## src/rtl/uart_receiver.sv

```systemverilog
// UART receive path: 2-FF synchroniser, mid-bit sampling FSM, odd-parity and
// stop-bit check, and a valid/ready holding register with overrun reporting.
module uart_receiver #(
  parameter int CLK_KHZ     = 100000,
  parameter int BODS        = 9600,
  parameter int DATA_AMOUNT = 8
) (
  input  logic                   clk_i,
  input  logic                   arst_i,
  input  logic                   rx_i,
  input  logic                   ready_i,
  output logic [DATA_AMOUNT-1:0] data_o,
  output logic                   valid_o,
  output logic                   parity_err_o,
  output logic                   frame_err_o,
  output logic                   overrun_o,
  output logic                   busy_o
);

  localparam int PERIOD = CLK_KHZ * 1000 / BODS;
  localparam int HALF   = PERIOD / 2;
  localparam int BCW    = (PERIOD > 2) ? $clog2(PERIOD) : 1;
  localparam int DCW    = (DATA_AMOUNT > 1) ? $clog2(DATA_AMOUNT) : 1;

  localparam logic [BCW-1:0] BAUD_MID  = BCW'(HALF - 1);
  localparam logic [BCW-1:0] BAUD_LAST = BCW'(PERIOD - 1);
  localparam logic [DCW-1:0] BIT_LAST  = DCW'(DATA_AMOUNT - 1);

  typedef enum logic [2:0] {
    S_IDLE,
    S_START,
    S_DATA,
    S_PARITY,
    S_STOP
  } state_t;

  state_t                 state;
  logic [1:0]             sync_q;
  logic                   rx_s;
  logic                   armed;
  logic [BCW-1:0]         baud_cnt;
  logic [DCW-1:0]         bit_cnt;
  logic [DATA_AMOUNT-1:0] shift_q;
  logic [DATA_AMOUNT:0]   shift_in;
  logic                   par_bit;

  // Synchroniser resets to the idle line level so reset never looks like a start.
  always_ff @(posedge clk_i) begin
    if (arst_i) sync_q <= 2'b11;
    else        sync_q <= {sync_q[0], rx_i};
  end

  assign rx_s     = sync_q[1];
  assign shift_in = {rx_s, shift_q};
  assign busy_o   = (state != S_IDLE);

  always_ff @(posedge clk_i) begin
    if (arst_i) begin
      state        <= S_IDLE;
      armed        <= 1'b0;
      baud_cnt     <= '0;
      bit_cnt      <= '0;
      shift_q      <= '0;
      par_bit      <= 1'b0;
      data_o       <= '0;
      valid_o      <= 1'b0;
      parity_err_o <= 1'b0;
      frame_err_o  <= 1'b0;
      overrun_o    <= 1'b0;
    end else begin
      overrun_o <= 1'b0;
      if (valid_o && ready_i) valid_o <= 1'b0;

      case (state)
        S_IDLE: begin
          baud_cnt <= '0;
          bit_cnt  <= '0;
          // Arming needs the line seen high, so a held break cannot restart.
          if (rx_s) begin
            armed <= 1'b1;
          end else if (armed) begin
            armed <= 1'b0;
            state <= S_START;
          end
        end

        S_START: begin
          if (baud_cnt == BAUD_MID) begin
            baud_cnt <= '0;
            state    <= rx_s ? S_IDLE : S_DATA;
          end else begin
            baud_cnt <= baud_cnt + 1'b1;
          end
        end

        S_DATA: begin
          if (baud_cnt == BAUD_LAST) begin
            baud_cnt <= '0;
            shift_q  <= shift_in[DATA_AMOUNT:1];
            if (bit_cnt == BIT_LAST) state <= S_PARITY;
            else                     bit_cnt <= bit_cnt + 1'b1;
          end else begin
            baud_cnt <= baud_cnt + 1'b1;
          end
        end

        S_PARITY: begin
          if (baud_cnt == BAUD_LAST) begin
            baud_cnt <= '0;
            par_bit  <= rx_s;
            state    <= S_STOP;
          end else begin
            baud_cnt <= baud_cnt + 1'b1;
          end
        end

        S_STOP: begin
          if (baud_cnt == BAUD_LAST) begin
            // Leave at mid stop bit so a following start edge is not missed.
            baud_cnt     <= '0;
            state        <= S_IDLE;
            data_o       <= shift_q;
            parity_err_o <= ~(^shift_q ^ par_bit);
            frame_err_o  <= ~rx_s;
            valid_o      <= 1'b1;
            overrun_o    <= valid_o && !ready_i;
          end else begin
            baud_cnt <= baud_cnt + 1'b1;
          end
        end

        default: state <= S_IDLE;
      endcase
    end
  end

endmodule

```

## config.mk

```make
export PLATFORM = sky130hd
export DESIGN_NAME = uart_receiver
export DESIGN_NICKNAME = d
export VERILOG_FILES = /design/src/rtl/uart_receiver.sv
export SDC_FILE = /design/constraint.sdc
export NUM_CORES = 1
export LEC_CHECK = 0
export ABC_AREA = 1
export BUFFER_PORTS_ARGS = -buffer_cell sky130_fd_sc_hd__buf_2
export CAP_MARGIN = 20
export CORE_MARGIN = 4
export CORE_UTILIZATION = 55
export DETAILED_ROUTE_END_ITERATION = 10
export PLACE_DENSITY = 0.74
export SLEW_MARGIN = 5
export SYNTH_ARGS = -nofsm -noshare
export SYNTH_HDL_FRONTEND = slang
export SYNTH_SLANG_ARGS = --single-unit
```

## constraint.sdc

```tcl
create_clock -name clk_i -period 4.5 [get_ports clk_i]
set_input_delay 0.45 -clock clk_i [delete_from_list [all_inputs] [get_ports clk_i]]
set_output_delay 0.45 -clock clk_i [all_outputs]
set_load 0.1 [all_outputs]
```

Yosys cells after proc, flatten, opt, wreduce, memory -nomap -nowiden
Cells that the tools add are included.

word-level totals
  register bits after elaboration = 44
  latch bits = 0
  memory bits (writable) = 0
  memory bits (read-only) = 0
  output and inout bits = 13
  logic and storage cells = 68
  memories kept = 0

operators by class
  add/subtract/negate cells = 2
  $mul = 0
  div/mod/pow operators = 0
  magnitude comparators = 0
  eq/ne operators = 15
  shift operators = 0
  multiplexer cells = 19
  bitwise gates (word level) = 5
  reductions and logical operators = 15

operator list
  operator               count
  $pmux 14 s3            1
  $mux 14                2
  $mux 3                 9
  $ne 2x2->1 const B     8
  $pmux 3 s5             1
  $add 14x1->14 const B  1
  $eq 14x13->1 const B   1
  $eq 14x14->1 const B   1
  $reduce_xor 8->1       1
  $reduce_and 7->1       1
  $eq 3x2->1 const B     2
  $eq 3x3->1 const B     2
  $pmux 3 s2             1
  $reduce_and 2->1       3
  $reduce_bool 3->1      2
  $reduce_or 3->1        2
  $mux 1                 4
  $not 1->1              4
  $add 3x1->3 const B    1
  $eq 3x1->1 const B     1
  $logic_not 3->1        1
  $reduce_and 3->1       1
  $logic_and 1x1->1      2
  $mux 2                 1
  other kinds (3)        3

Logic depth before layout (Yosys ltp)
Gate-level depths: netlist of the first run.

  depth after elaboration = 4
  depth in mapped cells = 13

Least setup slack after synthesis of the first run
Ideal clock, no wire load.

  path kind = register to output
  start point = reg state[0]
  end point = out busy_o
  data arrival time = 1184 ps
  required time = 4050 ps
  slack = 2866 ps
  cell stages (with the launch flop) = 5
  cells stage by stage = dfxtp_1 -> inv_1 -> nand2_1 -> nor2_1 -> inv_1

between the ends
  cells in the longest elaborated chain, start to end = 1

ends and longest elaborated chain
  element                 line  RTL
  from (decl)             37    state_t state;
  from (signal assigned)  90    state <= rx_s ? S_IDLE : S_DATA;
  $reduce_bool 3->1       55    assign busy_o = (state != S_IDLE);
  to (decl)               17    output logic busy_o

Every way passes these cells.

Final worst setup path of the first run
Same ends and word-level chain as after synthesis.

==> flow_summary.ini, run 1 <==
[critical_path]
reg2reg_to = baud_cnt[2]$_SDFFE_PP0P_
rr_worst_depth = 12
end_kind = primary output
crit_path_max_incr_delay_ns = 0.43
cp_slowest_cell = buf_2
required_ns = 4.05
cp_data_arrival_time_ns = 1.46
timing.rr.start = baud_cnt[0]$_SDFFE_PP0P_
worstSetupStartpointType = flip-flop
cp_max_fo = 4
path_cells = inv_1 -> nand2_1 -> nor2_1 -> inv_1 -> buf_2
r2r_slack_ns = 2.80
cp_common_cell = inv_1
critPathKind = reg -> out

[global_routing]
antenna_found_initial = 0
overflow = 0
first_global_vias = 1936
grt_pass1_wl_um = 8714
grtUsageTotal = 0.2035
grt_max_degree = 32

[power_and_ir_drop]
finalPower_mw = 0.9700
vdd_drop_max_mv = 0.3690
powerDensity_nw_per_um2 = 374.2
p_leak_nw = 1.203

[routing]
wirelength_um = 4984
drc = 0
viasPerCell = 5.135
drt-met1-wl_um = 2432
via_count = 2126
drt_iter0_drc = 186
wl_met2_um = 2182
dr_wl_met3_um = 329
first_pass_iters = 4
top_layer = met4
ant_nets = 0
wire_per_inst_um = 12.04

[placement]
io_buffers = 16
preCtsSetupSlack_ns = 2.779
placed_area_um2 = 2471
dp.cells = 406
place.gp.congestion = 0.9138
dp_hpwl_um = 3605

[clocking]
cts.sinks = 44
cts_tree = yes
post_cts_resized = 0
cts_made_buffers = 5
ctsHoldBuffers = 0
htreeDepth = 2
ctsRootBufferMaster = clkbuf_8
postCtsSetupRepairBufs = 0
clk_path_buf_depth = 2
clkTransAtPathRegs_ns = 0.08
clkLatencyLatePin_ns = 0.30

[yosys]
syn_inst = 349
async_flop_share = 0
synthTopCellsByArea = dfxtp_1 37%, nand2_1 12%, inv_1 6.9%, a21oi_1 6.5%, nor2_1 5.5%
ys.flop_type = dfxtp_1
yosys.area.top_type_share = 0.3667
synth_common_cells = 79 x nand2_1, 44 x dfxtp_1, 44 x inv_1
syn_area_per_cell_um2 = 6.883
yosys_warnings = 0
ys_ff_latch = 44
yosysMostFrequentCell = nand2_1
yosysTopAreaCell = dfxtp_1
syn_nets = 356
yosysUniqueCellTypes = 32
synth_edf_count = 0
seq_area_frac_synth = 0.3667
netlist_area_um2 = 2402

[layout]
fin_cells = 414
nets = 370
final_area_um2 = 2592
diodes = 0
syn_to_final_growth_pct = 7.917
fill_cells = 382
final_util = 0.6300
layout-drive-gt1-share = 0.1731

[floorplan]
die-width_um = 74.09
core_um2 = 4115
fp-row-count = 23
die_y_um = 74.09
io_pins = 17
die_area_um2 = 5489
initial_core_util = 0.5838

[sta]
slew_violations = 0
hold_viol = 0
fin_crit_ns = 1.908
layout_setup_ws_ns = 2.592
relSlewSlack = 0.4748
fin_tns_setup_ns = 0
fin_worst_skew_ns = 0.006404
finalCritPeriodShare = 0.4240
fmax_mhz = 524.1
max_slew.worst_pin.slew_ns = 0.7870
rsz0062_at_grt = no
whs_ns = 0.3317
setup_viol = 0

[run]
drv_cap = 0

[outcome]
status = complete, no violations

[min_path]
holdPathStages = 2
hold_start = rx_i
min_to = sync_q[0]$_SDFF_PP1_
hold_path.class = in -> reg
worst max-delay path: cells and delay by family (launching register included):
family	cells	cell delay [ns]
buffers and inverters	3	0.61
DFF	1	0.37
and+or+nand+nor	2	0.18
metal layers:
| metal | vias to the layer above | track usage |
|---|---|---|
| met4 | 0 | 0.06640 |
| met2 | 46 | 0.3150 |
| met1 | 939 | 0.2812 |
| li1 | 1137 | - |
| met5 | - | 0 |
| met3 | 4 | 0.04595 |
layout by cell type (no fill, tap or decap):
| cell | instances |
|---|---|
| nor3_2 | 1 |
| buf_4 | 1 |
| inv_4 | 1 |
| nand4_1 | 6 |
| nand2_2 | 8 |
| o31ai_1 | 1 |
| clkinv_1 | 1 |
| o21ai_1 | 12 |
| xnor2_1 | 2 |
| inv_2 | 5 |
| nor2_2 | 3 |
| buf_2 | 16 |
| nor3_1 | 5 |
| clkbuf_8 | 6 |
| bufinv_16 | 1 |
| xor2_1 | 1 |
| nand2_1 | 79 |
| nor2_1 | 35 |
| a21oi_2 | 2 |
| a21oi_1 | 31 |
| nand2_4 | 5 |
| or2_2 | 2 |
| o21ai_0 | 15 |
| nand3b_1 | 1 |
| ha_1 | 3 |
| nor2_4 | 4 |
| o21ai_2 | 1 |
| nand3_2 | 6 |
| dfxtp_1 | 44 |
| inv_1 | 44 |
| nand3_1 | 20 |
| o21a_1 | 1 |
| clkinv_4 | 1 |
state kept, by name (all words and copies together), names as in the netlist:
signal        cells
parity_err_o      1
overrun_o         1
bit_cnt           3
data_o            8
armed             1
frame_err_o       1
valid_o           1
shift_q           8
state             3
baud_cnt         14
par_bit           1
sync_q            2
cell type report:
class / count / area (µm²) / area share
sequential: 44 / 880.8 / 0.3398
tap: 50 / 62.56 / 0.02413
inverter: 51 / 193.9 / 0.07481
multi-input combinational: 244 / 1246 / 0.4807
clock buffer: 6 / 82.58 / 0.03185
clock inverter: 2 / 38.79 / 0.01496
timing repair buffer: 17 / 87.58 / 0.03378
cells by family (layout without fill, tap and decap cells):
kind of cell,Yosys count,count (layout),share of synthesized area
compound gates,63,63,0.1380
xor+xnor,3,3,0.01094
fa+ha+maj,3,3,0.01563
buf+inv,61,76,0.1146
flops,44,44,0.3667
simple gates,175,175,0.3542
worst max path at each step:
stage / startpoint / to / slack [ns] / cells past startpoint
after floorplan: state[0]$_SDFFE_PP0P_ / busy_o / 2.87 / 4
after detailed placement: arst_i / overrun_o$_SDFF_PP0_ / 2.78 / 4
after global placement: arst_i / overrun_o$_SDFF_PP0_ / 2.79 / 4
final: state[0]$_SDFFE_PP0P_ / busy_o / 2.59 / 5
after CTS: state[2]$_SDFFE_PP0P_ / busy_o / 2.58 / 5
after global routing: state[2]$_SDFFE_PP0P_ / busy_o / 2.45 / 5
power breakdown:
part           switching [mW]  total [mW]  internal, mW
Combinational           0.166       0.225        0.0593
Sequential             0.0160       0.424         0.408
Clock                   0.139       0.321         0.182
Total                   0.321       0.970         0.649
Power figures use the tool's default switching activity.
==> run 2, diff against run 1 <==
clock period = 1.9 ns   (was 4.5 ns; I/O delays follow)
==> run 2 against run 1 <==
  * Final cell count up 0.24%
  * Combinational power up 140%
  * Die area unchanged
  * Register-to-register slack worse by 2.5 ns
  * Largest cell class unchanged
  * Largest power group unchanged
==> flow_summary.ini, run 2 (synthesis gave the netlist of run 1 again) <==
[outcome]
status = complete, no violations

[layout]
syn_to_final_growth_pct = 8.229
top_regs = baud_cnt: 14 flops, data_o: 8 flops, shift_q: 8 flops
final_area_um2 = 2600
nets = 371
fill_cells = 380
multi_input_area_um2 = 1246
largest_reg_flops = 14
fin_cells = 415
largest-register = baud_cnt
layout-drive-gt1-share = 0.1753
final_common_cell = nand2_1
diodes = 0
regArea_um2 = 880.8
most-common-layout-cells = 79 x nand2_1, 44 x inv_1, 44 x dfxtp_1

[power_and_ir_drop]
seqPwrFrac = 0.436
swShare = 0.3319
p_int_mw = 1.539
p_leak_nw = 1.208
powerDensity_nw_per_um2 = 886.2
vdd_drop_max_mv = 0.6326
p_sw_mw = 0.7648
pwr-share-comb = 0.232
power.clock.fraction = 0.332

[critical_path]
cp_common_cell = inv_1
critPathKind = reg -> out
timing.rr.start = baud_cnt[0]$_SDFFE_PP0P_
cp_max_fo = 4
critical_path_buf_inv_count = 3
cp_slowest_cell = buf_2
end_kind = primary output
crit_path_max_incr_delay_ns = 0.43
worstSetupStartpoint = state[0]$_SDFFE_PP0P_
required_ns = 1.71
worstSetupStartpointType = flip-flop
cp_data_arrival_time_ns = 1.49
path_cells = inv_1 -> nand2_1 -> nor2_1 -> inv_1 -> buf_2
crit_family = buffers and inverters

[routing]
via_count = 2155
ant_nets = 0
drt_iter0_drc = 133
wire_per_inst_um = 11.85
drc = 0
viasPerCell = 5.193
wirelength_um = 4919
first_pass_iters = 4

[global_routing]
met1_usage = 0.2985
grtUsageMet2 = 0.2864
grt_use_met3 = 0.04054
grtUsageTotal = 0.2007
grt_max_degree = 28
top_usage_layer = met1
grt_pass1_wl_um = 8500
overflow = 0
first_global_vias = 1886
antenna_found_initial = 0

[placement]
preCtsSetupSlack_ns = 0.2971
place.gp.congestion = 0.9168
dp_hpwl_um = 3620
placed_area_um2 = 2479
io_buffers = 16
dp.cells = 407

[clocking]
postCtsSetupRepairBufs = 0
cts_made_buffers = 5
htreeDepth = 2
ctsRootBufferMaster = clkbuf_8
clk_path_buf_depth = 2
clkTransAtPathRegs_ns = 0.09
ctsHoldBuffers = 0
cts_tree = yes
cts.sinks = 44
clkLatencyLatePin_ns = 0.30
post_cts_resized = 0

[sta]
slew_violations = 0
whs_ns = 0.07307
max_slew.worst_pin.slew_ns = 0.4867
fin_worst_skew_ns = 0.008442
setup_viol = 0
finalCritPeriodShare = 0.8861
relSlewSlack = 0.6778
hold_viol = 0
fmax_mhz = 594.0
fin_tns_setup_ns = 0
fin_crit_ns = 1.684
rsz0062_at_grt = no
layout_setup_ws_ns = 0.2164

[run]
drv_cap = 0

[min_path]
hold_path.class = in -> reg
hold_start = rx_i

[floorplan]
io_pins = 17
fp-row-count = 23
die_y_um = 74.09
die_area_um2 = 5489
core_um2 = 4115
die-width_um = 74.09
initial_core_util = 0.5838
## run 2: cell count changes in the layout (fill, tap and decap cells not counted)
cell   before  now
buf_4       1    2
## run 2: stage by stage
stage	utilization	total power, mW
floorplan	-	1.500
global placement	0.6023	1.553
detailed placement	0.6023	1.562
CTS	0.6318	2.335
global route	0.6318	2.448
finish	0.6318	2.304
## run 2: cell type report
| cell class | instances | area share |
|---|---|---|
| clock inverter | 2 | 0.01492 |
| timing repair buffer | 18 | 0.03657 |
| multi-input combinational | 244 | 0.4793 |
| inverter | 51 | 0.07459 |
| tap | 50 | 0.02406 |
| clock buffer | 6 | 0.03176 |
| sequential | 44 | 0.3388 |
## run 2: worst paths after layout
kind	slack, ns	endpoint	cells past startpoint
setup / recovery	0.22	busy_o	5
hold / removal	0.07	sync_q[0]$_SDFF_PP1_	2
setup reg to reg	0.29	baud_cnt[8]$_SDFFE_PP0P_	10
hold reg to reg	0.42	sync_q[1]$_SDFF_PP1_	1
## run 2: power groups by stage
| stage | Clock [mW] | Combinational [mW] | Sequential, mW |
|---|---|---|---|
| after floorplan | 0 | 0.483 | 1.02 |
| after global placement | 0 | 0.528 | 1.03 |
| after detailed placement | 0 | 0.536 | 1.03 |
| after CTS | 0.791 | 0.539 | 1.01 |
| after global routing | 0.835 | 0.601 | 1.01 |
| final | 0.765 | 0.534 | 1.00 |
## run 2: worst reg2reg max path, cell delays in order, from the launching register on
cell,delay (ns)
dfxtp_1,0.38
ha_1,0.24
nand3_2,0.15
nor2_4,0.16
nand2_4,0.09
nand2_4,0.09
nand2_4,0.13
o21ai_1,0.11
nand2_1,0.06
nand2_1,0.06
inv_1,0.04
## run 2: routing by layer
layer  up-vias  routed length, µm
met4         0                 75
met1       950               2400
met3         8                324
li1       1139                  -
met5         -                  0
met2        58               2119
==> run 3, diff against run 2 <==
PLACE_DENSITY = 0.8   (was 0.74)
==> run 3 against run 2 <==
  * Non-clock buffer count grew 1
  * Die area unchanged
  * Power is 0.26% lower
  * Register-to-register slack worse by 0.03 ns
  * Final cell count increased by 0.24%
  * Critical path type unchanged
  * Via count fell by 0.51%
  * Fmax grew 0.99%
  * Core utilization rose by 0.18 points
  * Combinational power increased by 0.7%
  * Worst hold slack hardly changed
  * Highest routed layer unchanged
  * Flip-flop and latch count unchanged
==> flow_summary.ini, run 3 (synthesis gave the netlist of run 1 again) <==
[layout]
fin_cells = 416
largest_reg_flops = 14
layout-drive-gt1-share = 0.1776
most-common-layout-cells = 79 x nand2_1, 44 x inv_1, 44 x dfxtp_1
nets = 372
fill_cells = 368
final_util = 0.6336
final_common_cell = nand2_1
diodes = 0
largest-register = baud_cnt
final_area_um2 = 2608
syn_to_final_growth_pct = 8.542
top_regs = baud_cnt: 14 flops, data_o: 8 flops, shift_q: 8 flops

[sta]
finalCritPeriodShare = 0.8774
hold_viol = 0
setup_viol = 0
layout_setup_ws_ns = 0.2329
fmax_mhz = 599.9
whs_ns = 0.07321
max_slew.worst_pin.slew_ns = 0.4876
fin_tns_setup_ns = 0
rsz0062_at_grt = no
relSlewSlack = 0.6771
slew_violations = 0
fin_worst_skew_ns = 0.004943
fin_crit_ns = 1.667

[routing]
drt_iter0_drc = 126
drt-met1-wl_um = 2492
wirelength_um = 5076
dr_wl_met3_um = 200
first_pass_iters = 4
top_layer = met4
wl_met2_um = 2319
ant_nets = 0
viasPerCell = 5.154
drc = 0
wire_per_inst_um = 12.20
via_count = 2144

[global_routing]
first_global_vias = 2100
grt_pass1_wl_um = 9052
grt_max_degree = 17
grtUsageTotal = 0.2102
antenna_found_initial = 0
overflow = 0

[placement]
dp.cells = 408
place.gp.congestion = 0.8909
preCtsSetupSlack_ns = 0.2796
io_buffers = 16
placed_area_um2 = 2486
dp_hpwl_um = 3729

[outcome]
status = complete, no violations

[floorplan]
core_um2 = 4115
die_area_um2 = 5489
fp-row-count = 23
die_y_um = 74.09
initial_core_util = 0.5838
die-width_um = 74.09
io_pins = 17

[clocking]
clk_path_buf_depth = 2
cts_made_buffers = 5
cts.sinks = 44
ctsRootBufferMaster = clkbuf_8
htreeDepth = 2
clkTransAtPathRegs_ns = 0.09
clkLatencyLatePin_ns = 0.30
post_cts_resized = 0
postCtsSetupRepairBufs = 0
ctsHoldBuffers = 0
cts_tree = yes

[critical_path]
cp_data_arrival_time_ns = 1.48
worstSetupStartpointType = flip-flop
critPathKind = reg -> out
r2r_slack_ns = 0.26
cp_max_fo = 4
rr_worst_depth = 10
timing.rr.start = baud_cnt[0]$_SDFFE_PP0P_
end_kind = primary output
required_ns = 1.71
reg2reg_to = baud_cnt[2]$_SDFFE_PP0P_

[power_and_ir_drop]
p_leak_nw = 1.212
vdd_drop_max_mv = 0.4981
powerDensity_nw_per_um2 = 881.4
finalPower_mw = 2.298

[min_path]
min_to = sync_q[0]$_SDFF_PP1_
hold_start = rx_i
holdPathStages = 2
hold_path.class = in -> reg

[run]
drv_cap = 0
## run 3: changes by cell type in the layout (fill, tap and decap cells not counted), sizes merged
cell / previous run / this run
buf: 18 / 19
## run 3: worst max-delay path: stages, from the launching register on
cell     delay, ns
dfxtp_1       0.38
inv_1         0.10
nand2_1       0.14
nor2_1        0.06
inv_1         0.08
buf_2         0.42
## run 3: layout make-up
cell class / instances / area [µm²] / area share
clock inverters: 2 / 38.79 / 0.01488
multi-input cells: 244 / 1246 / 0.4779
inverters: 51 / 193.9 / 0.07438
well taps: 50 / 62.56 / 0.02399
flip-flops and latches: 44 / 880.8 / 0.3378
clock buffers: 6 / 82.58 / 0.03167
repair buffers: 19 / 102.6 / 0.03935
## run 3: power by group
group	internal [mW]	switching, mW	total, mW
clock network	0.430	0.326	0.756
logic	0.143	0.395	0.538
registers	0.966	0.0377	1.00
total	1.54	0.758	2.30
## run 3: worst max path at each step
stage                             start                        to  cells after the start
2_1_floorplan     state[0]$_SDFFE_PP0P_        armed$_SDFFE_PP0P_                      6
3_3_place_gp   baud_cnt[0]$_SDFFE_PP0P_  baud_cnt[2]$_SDFFE_PP0P_                     12
5_1_grt        baud_cnt[0]$_SDFFE_PP0P_  baud_cnt[2]$_SDFFE_PP0P_                     12
4_1_cts           state[2]$_SDFFE_PP0P_                    busy_o                      5
3_5_place_dp   baud_cnt[0]$_SDFFE_PP0P_  baud_cnt[2]$_SDFFE_PP0P_                     10
6_report          state[0]$_SDFFE_PP0P_                    busy_o                      5
## run 3: per-layer routing
metal  vias to the layer above  global-route usage
met2                        35              0.3425
met4                         0             0.07243
met1                       967              0.2832
li1                       1135                   -
met5                         -                   0
met3                         7             0.03378
